File: src/rtl/spi_cmd_parser.sv
// Purpose: decode SPI frames (opcode + payload) from spi_slave into config writes, pixel RAM writes and INFO readback.
// Latency: every output is registered and updates one clk_i cycle after the vld byte that causes it.
// Backpressure: none; every vld byte is consumed in its own cycle, so back-to-back bytes are accepted.
//
// Ports:
//   clk_i, rst_n_i          clock, synchronous active-low reset
//   spi_cs_n_i              chip select (already synchronised)
//   spi_byte_vld_i/_data_i  received byte stream from spi_slave
//   spi_byte_data_o         next byte for spi_slave to shift out on MISO
//   conf_o                  4-byte config register bank (byte 0 in bits 7:0)
//   ram_wr_en_o/_addr_o/_data_o  pixel RAM write port (GRB, byte0 in bits 23:16)
//   frame_done_o            pulse when a DATA_WR frame closes after writing >=1 pixel
module spi_cmd_parser #(
    parameter int          ADDR_W   = 8,
    parameter logic [7:0]  CMD_CONF = 8'h2A,
    parameter logic [7:0]  CMD_DATA = 8'h2B,
    parameter logic [7:0]  CMD_INFO = 8'h2C,
    parameter logic [31:0] CONF_RST = 32'h0
) (
    input  logic              clk_i,
    input  logic              rst_n_i,
    input  logic              spi_cs_n_i,
    input  logic              spi_byte_vld_i,
    input  logic [7:0]        spi_byte_data_i,
    output logic [7:0]        spi_byte_data_o,
    output logic [31:0]       conf_o,
    output logic              ram_wr_en_o,
    output logic [ADDR_W-1:0] ram_wr_addr_o,
    output logic [23:0]       ram_wr_data_o,
    output logic              frame_done_o
);

    typedef enum logic [2:0] {
        ST_IDLE,
        ST_CMD,
        ST_CONF,
        ST_DATA,
        ST_INFO,
        ST_SKIP
    } state_t;

    state_t              r_state;
    // Payload byte index for CONF writes and INFO readback; saturates at 4.
    logic [2:0]          r_byte_cnt;
    // Position of the next DATA byte within the current pixel (0..2).
    logic [1:0]          r_phase;
    // First two bytes of the pixel being assembled.
    logic [15:0]         r_pix_hold;
    logic [ADDR_W-1:0]   r_addr_cnt;
    // Set once any pixel of the current frame has been written. A flag
    // rather than a count so a frame of exactly 2**ADDR_W pixels still
    // reports completion.
    logic                r_pix_any;

    logic                w_pix_done;
    logic                w_leave;

    assign w_pix_done = (r_state == ST_DATA) && spi_byte_vld_i && (r_phase == 2'd2);
    assign w_leave    = (r_state != ST_IDLE) && spi_cs_n_i;

    always_ff @(posedge clk_i) begin
        if (!rst_n_i) begin
            r_state         <= ST_IDLE;
            r_byte_cnt      <= 3'd0;
            r_phase         <= 2'd0;
            r_pix_hold      <= 16'h0;
            r_addr_cnt      <= '0;
            r_pix_any       <= 1'b0;
            spi_byte_data_o <= 8'h00;
            conf_o          <= CONF_RST;
            ram_wr_en_o     <= 1'b0;
            ram_wr_addr_o   <= '0;
            ram_wr_data_o   <= 24'h0;
            frame_done_o    <= 1'b0;
        end else begin
            ram_wr_en_o  <= 1'b0;
            frame_done_o <= 1'b0;

            case (r_state)
                ST_IDLE: begin
                    // Per-frame counters are cleared here so every frame starts fresh.
                    spi_byte_data_o <= 8'h00;
                    r_byte_cnt      <= 3'd0;
                    r_phase         <= 2'd0;
                    r_addr_cnt      <= '0;
                    r_pix_any       <= 1'b0;
                    if (!spi_cs_n_i) begin
                        r_state <= ST_CMD;
                    end
                end

                ST_CMD: begin
                    if (spi_byte_vld_i) begin
                        if (spi_byte_data_i == CMD_CONF) begin
                            r_state <= ST_CONF;
                        end else if (spi_byte_data_i == CMD_DATA) begin
                            r_state <= ST_DATA;
                        end else if (spi_byte_data_i == CMD_INFO) begin
                            r_state         <= ST_INFO;
                            spi_byte_data_o <= conf_o[7:0];
                            r_byte_cnt      <= 3'd1;
                        end else begin
                            r_state <= ST_SKIP;
                        end
                    end
                end

                ST_CONF: begin
                    if (spi_byte_vld_i && (r_byte_cnt < 3'd4)) begin
                        conf_o[{r_byte_cnt[1:0], 3'b000} +: 8] <= spi_byte_data_i;
                        r_byte_cnt <= r_byte_cnt + 3'd1;
                    end
                end

                ST_DATA: begin
                    if (spi_byte_vld_i) begin
                        case (r_phase)
                            2'd0: begin
                                r_pix_hold[15:8] <= spi_byte_data_i;
                                r_phase          <= 2'd1;
                            end
                            2'd1: begin
                                r_pix_hold[7:0] <= spi_byte_data_i;
                                r_phase         <= 2'd2;
                            end
                            default: begin
                                ram_wr_en_o   <= 1'b1;
                                ram_wr_data_o <= {r_pix_hold, spi_byte_data_i};
                                ram_wr_addr_o <= r_addr_cnt;
                                r_addr_cnt    <= r_addr_cnt + ADDR_W'(1);
                                r_pix_any     <= 1'b1;
                                r_phase       <= 2'd0;
                            end
                        endcase
                    end
                end

                ST_INFO: begin
                    // Each clocked-out byte advances readback; past byte 3 send zeros.
                    if (spi_byte_vld_i) begin
                        if (r_byte_cnt < 3'd4) begin
                            spi_byte_data_o <= conf_o[{r_byte_cnt[1:0], 3'b000} +: 8];
                            r_byte_cnt      <= r_byte_cnt + 3'd1;
                        end else begin
                            spi_byte_data_o <= 8'h00;
                        end
                    end
                end

                default: begin
                    // ST_SKIP: unknown opcode, payload is dropped.
                end
            endcase

            // Chip-select release overrides the state transition above, but any
            // byte arriving in the same cycle has already been acted on.
            if (w_leave) begin
                r_state         <= ST_IDLE;
                spi_byte_data_o <= 8'h00;
                if ((r_state == ST_DATA) && (r_pix_any || w_pix_done)) begin
                    frame_done_o <= 1'b1;
                end
            end
        end
    end

endmodule
File: config.mk
export PLATFORM = sky130hd
export DESIGN_NAME = spi_cmd_parser
export DESIGN_NICKNAME = d
export VERILOG_FILES = /design/src/rtl/spi_cmd_parser.sv
export SDC_FILE = /design/constraint.sdc
export NUM_CORES = 1
export LEC_CHECK = 0
export BUFFER_PORTS_ARGS = -buffer_cell sky130_fd_sc_hd__buf_2
export CAP_MARGIN = 20
export CORE_ASPECT_RATIO = 0.75
export CORE_MARGIN = 10
export CORE_UTILIZATION = 50
export CTS_CLUSTER_SIZE = 12
export DETAILED_ROUTE_END_ITERATION = 10
export GPL_ROUTABILITY_DRIVEN = 0
export PLACE_DENSITY = 0.73
export SYNTH_ARGS = -nofsm -noshare
export SYNTH_HDL_FRONTEND = slang
export SYNTH_SLANG_ARGS = --single-unit
File: constraint.sdc
create_clock -name clk_i -period 2.6 [get_ports clk_i]
set_input_delay 0.52 -clock clk_i [delete_from_list [all_inputs] [get_ports clk_i]]
set_output_delay 0.52 -clock clk_i [all_outputs]
set_load 0.01 [all_outputs]
-- After elaboration in Yosys (flattened, before gate mapping)
Index checks and enable logic that the tools add are counted.
- register bits: 107
- input bits: 12
- output and inout bits: 74
- logic and storage cells: 100
- add/sub/neg operators: 3
- order comparisons: 1
- equality and inequality tests: 19
- shift operators: 3
- muxes and demuxes: 33
- bitwise logic cells: 2
- reduce and logical (&&, ||, !) cells: 26
- operator list (operator ; count):
    8-bit two-way mux ; 8
    3-bit two-way mux ; 11
    32-bit bitwise mux ; 1
    8-bit by 7-bit variable shift with 32-bit output (first input constant) ; 1
    32-bit by 6-bit indexed part select with 8-bit output ; 1
    8-bit by 7-bit indexed part select with 32-bit output ; 1
    8-bit by 6-bit == test with 1-bit output (second input constant) ; 3
    8-bit case mux with 3 select lines ; 1
    2-bit != test (second input constant) ; 10
    3-bit AND reduction ; 6
    8-bit case mux with 2 select lines ; 1
    3-bit case mux with 4 select lines ; 1
    8-bit by 1-bit adder with 8-bit output (second input constant) ; 1
    2-bit case mux with 2 select lines ; 2
    8-bit AND reduction ; 1
    5-bit negator with 7-bit output ; 1
    3-bit by 2-bit == test with 1-bit output (second input constant) ; 2
    3-bit case mux with 2 select lines ; 1
    2-bit AND reduction ; 3
    6-bit AND reduction ; 1
    3-bit nonzero test ; 2
    1-bit logical AND ; 5
    1-bit two-way mux ; 5
    2-bit nonzero test ; 2
    14 further kinds ; 16

-- Depth between registers and ports, before layout
- depth after elaboration: 6
- gate-level depth with buffers: 8
- gate-level depth less buffers: 6

-- Least setup slack after synthesis
OpenSTA, ideal clock, no wires.
- kind: flip-flop to flip-flop
- start point: register r_byte_cnt[1]
- end point: register conf_o[16]
- library setup time: 76 ps
- arrival time: 1953 ps
- setup slack: 571 ps
- stages on the path, launching flop included: 7
- path buffers: 1
- clock period less this slack: 2029 ps
- cells stage by stage: dfxtp_1 > clkbuf_1 > inv_1 > ha_1 > nor3b_1 > nand3_1 > a21boi_0
- word-level cells in the longest chain between the ends: 3
- elaborated cells between the ends (all ways): 7
- RTL lines (item ; line ; RTL):
    start, declared ; 44 ; logic [2:0] r_byte_cnt;
    start signal, assigned ; 111 ; r_byte_cnt <= r_byte_cnt + 3'd1;
    start signal, assigned ; 143 ; r_byte_cnt <= r_byte_cnt + 3'd1;
    5-bit negator with 7-bit output or 3-bit less-than comparator (tied branches) ; 110, 109 ;
    8-bit by 7-bit indexed part select with 32-bit output (tied with other cells) ; 110 ; conf_o[{r_byte_cnt[1:0], 3'b000} +: 8] <= spi_byte_data_i;
    32-bit bitwise mux or 2-bit AND reduction (tied branches) ; n/a ;
    end signal, assigned by index ; 110 ;
    end, declared ; 26 ; output logic [31:0] conf_o,
Several ways; a longest one is shown, not always the timed one.
A chain may end at the register's enable or synchronous reset.

-- Worst setup path after layout
- start point: register r_state[2]
- end point: register ram_wr_data_o[3]
- word-level cells in the longest chain between the ends: 2
- RTL lines (item ; line ; RTL):
    start, declared ; 42 ; state_t r_state;
    start signal, assigned ; 63 ; r_state <= ST_IDLE;
    start signal, assigned ; 88 ; r_state <= ST_CMD;
    start signal, assigned ; 95 ; r_state <= ST_CONF;
    3-bit by 2-bit == test with 1-bit output ; 79 ; case (r_state)
    3-bit AND reduction (no line) ; n/a ;
    end signal, assigned ; 128 ; ram_wr_data_o <= {r_pix_hold, spi_byte_data_i};
    end, declared ; 29 ; output logic [23:0] ram_wr_data_o,
No other way between the ends.

==> key figures <==
Final layout
  – Post-route cell area: 5610 µm²
  – Diodes inserted: 0
  – Area growth, synth to finish: 17.5%
  – Fill count: 800
  – Fin nets: approximately 600
  – Layout cell share with drive strength beyond 1: between 20 and 25%

Floorplanning
  – Die Ht: between 100 and 150 µm
  – Placement Rows: 30
  – Total die area: about 14,000 µm²
  – Num ports: 86
  – Core area: between 9000 and 10,000 µm²
  – Starting Density: 52.1%
  – Die width: between 100 and 150 µm

Global route
  – Vias in the first global route: ~3,800
  – Grt ovf: 0
  – Global-route wire length before repair: between 20 and 25 mm
  – Initial antenna violation count: 0
  – Largest net degree at the start of global routing: 35
  – Global Route Usage Sum: 17.5%

Setup path
  – Maximum fanout along the worst path: 16
  – Critical Path RT: between 2 and 3 ns
  – Worst setup SP type: flip-flop
  – Crit path kind: flip-flop to flip-flop
  – Setup crit end kind: flip-flop
  – Arr. time, crit path: approximately 2.4 ns

Worst hold path
  – HP Class: input port to flip-flop

Synthesis
  – #FFs+latches synth: 107
  – Post-Syn Nets: ~550
  – Mapped Cells: ~530
  – Avg Cell Area, Syn: between 9 and 10 µm²
  – Post-synth EDFFs: 0
  – Syn. warnings: 0
  – Register area share after synthesis: between 40% and 50%
  – Yosys cell types: between 50 and 60
  – Post-synth ARST share: 0%
  – Main flop type after synthesis: dfxtp_1
  – Mapped Area: roughly 4800 µm²

Detailed routing
  – Final wirelength: about 12 mm
  – DR pass1 iterations: 5
  – Post-route ant nets: 0
  – Via/cell ratio: ~5.4
  – Drt drc: 0
  – Routed len/inst: ~17 µm
  – Iter 0 DRT Violations: 407
  – Vias: 3,917

Timing
  – TNS Setup: 0 ns
  – Final setup fails: 0
  – Tcrit/Tclk final: roughly 83%
  – Minimum clock period: between 2 and 2.5 ns
  – Worst rel slew slack: roughly 51%
  – Pins Over Slew Limit: 0
  – Endpoints failing hold: 0
  – RSZ-0062 raised after global routing: no
  – Worst slew pin tran: between 0.7 and 0.8 ns
  – Clock skew: approximately 0.0075 ns
  – Max Clk Rate: between 400 and 500 MHz

Place
  – Placed cell areas: around 5300 µm²
  – DP HPWL: between 8 and 9 mm
  – Port Buffers: between 80 and 90

Clock network
  – Clock Latency Late Sink: between 0.3 and 0.4 ns
  – Clk pin slew, worst setup/hold paths: approximately 0.070 ns
  – Number of CTS-inserted buffers: 9
  – Hold buffers post-CTS: 0
  – Total number of clock tree sinks: 107
  – Max Buffers Root-to-Sink: 2
  – Resized cells post-CTS: 0
  – CTS tree: built
  – Post-CTS Setup Inserts: 0
  – Clock Tree Root: clkbuf_16
  – H-tree Lvls: 3

Power
  – Power Dens Cells: between 600 and 700 nW/µm²
  – Maximum vdd drop: 0.435 mV
  – Leak Pwr: about 2.2 nW

Outcome
  – Status: completed

Job
  – Max-cap viol count: 0
## layout by cell type (no fill, tap or decap), drive strengths merged, types with 9 or more instances in the layout
master / Yosys / final
nand2: 108 / 108
dfxtp: 107 / 107
buf: 16 / 99
a21boi: 67 / 67
nand3: 40 / 40
nor2b: 22 / 22
nor2: 22 / 22
mux2i: 16 / 16
a22oi: 10 / 10
clkbuf: 26 / 9
## Yosys cell counts (3+ instances only)
library cell | count | area share [%]
and2_1 | 4 | 0.52
nor2_1 | 22 | 1.7
clkbuf_1 | 24 | 1.9
mux2i_1 | 16 | 3.4
inv_1 | 5 | 0.39
o21ai_0 | 5 | 0.52
a31oi_1 | 4 | 0.52
dfxtp_1 | 107 | 45
nand2_1 | 107 | 8.4
nand3_1 | 40 | 4.2
a21oi_1 | 8 | 0.84
nor2b_1 | 22 | 2.9
a21o_1 | 3 | 0.47
buf_6 | 3 | 0.71
nor3_1 | 3 | 0.31
mux4_2 | 6 | 2.8
nand2b_1 | 4 | 0.52
a21boi_0 | 62 | 9.8
a21boi_1 | 5 | 0.79
a22oi_1 | 9 | 1.4
ha_1 | 7 | 1.8
buf_2 | 11 | 1.2
nor3b_2 | 3 | 0.79
a211oi_1 | 8 | 1.3
## power by group
| group | total (mW) | leakage (nW) | switching (mW) | internal [mW] |
|---|---|---|---|---|
| clock | 1.51 | 0.161 | 0.579 | 0.930 |
| sequential | 1.66 | 0.863 | 0.00986 | 1.65 |
| combinational | 0.201 | 1.15 | 0.125 | 0.0759 |
## worst paths after layout
| path | cells after the start | slack (ns) | from | to |
|---|---|---|---|---|
| max reg2reg | 5 | 0.45 | r_state[2] | ram_wr_data_o[3] |
| min reg2reg | 2 | 0.46 | ram_wr_addr_o[4] | ram_wr_addr_o[4] |
| min | 2 | 0.38 | spi_cs_n_i | r_state[0] |
| max | 5 | 0.45 | r_state[2] | ram_wr_data_o[3] |
## state kept, by name, summed over array words and instances (netlist names)
| name | cells |
|---|---|
| spi_byte_data_o | 8 |
| r_phase | 2 |
| ram_wr_data_o | 24 |
| r_pix_any | 1 |
| ram_wr_en_o | 1 |
| conf_o | 32 |
| r_addr_cnt | 8 |
| frame_done_o | 1 |
| r_state | 3 |
| r_pix_hold | 16 |
| ram_wr_addr_o | 8 |
| r_byte_cnt | 3 |
## layer usage
metal  routed length [µm]  up-vias  part of all wire (%)  GRT usage, %
met4                  136        0                   1.1          4.70
met5                    0        -                     0             0
met1                 5560     1841                    46          24.1
li1                     -     1938                     -             -
met3                  987       13                   8.1          4.83
met2                 5520      125                    45          26.4
## cell families after synthesis
family                   share of synthesized area (%)
AND/OR/NAND/NOR                                   23.6
AO/OA/AOI/OAI                                     17.3
flip-flops                                        44.9
XOR/XNOR                                         0.367
buffers and inverters                             4.67
adder cells (fa/ha/maj)                           1.84
multiplexers                                      7.29
## cell type report
type / count / area (µm²) / area share, %
clock buffer: 9 / 225 / 4.02
clock inverter: 5 / 104 / 1.85
inverter: 5 / 18.8 / 0.335
multi-input combinational: 372 / 2420 / 43.3
sequential: 107 / 2140 / 38.2
tap: 128 / 160 / 2.86
timing repair buffer: 99 / 531 / 9.46
## worst max-delay path, cell delays in order, from the launching register on
cell and delay (ns):
dfxtp_1 0.63, nand2b_1 0.40, or3_1 0.50, buf_4 0.30, nand2_1 0.07, a21boi_0 0.18
## metrics by stage
| stage | setup slack, ns | instances | hold WS (ns) | utilization [%] | total power [mW] |
|---|---|---|---|---|---|
| after floorplan | 0.571 | 526 | 0.440 | - | 1.84 |
| after global placement | 0.563 | 711 | 0.447 | 57.6 | 1.89 |
| after detailed placement | 0.485 | 711 | 0.456 | 57.6 | 1.90 |
| after CTS | 0.461 | 725 | 0.375 | 61.2 | 3.40 |
| after global routing | 0.273 | 725 | 0.388 | 61.2 | 3.48 |
| final | 0.454 | 725 | 0.385 | 61.2 | 3.37 |
Note: power is estimated with default switching activity, not from simulation.
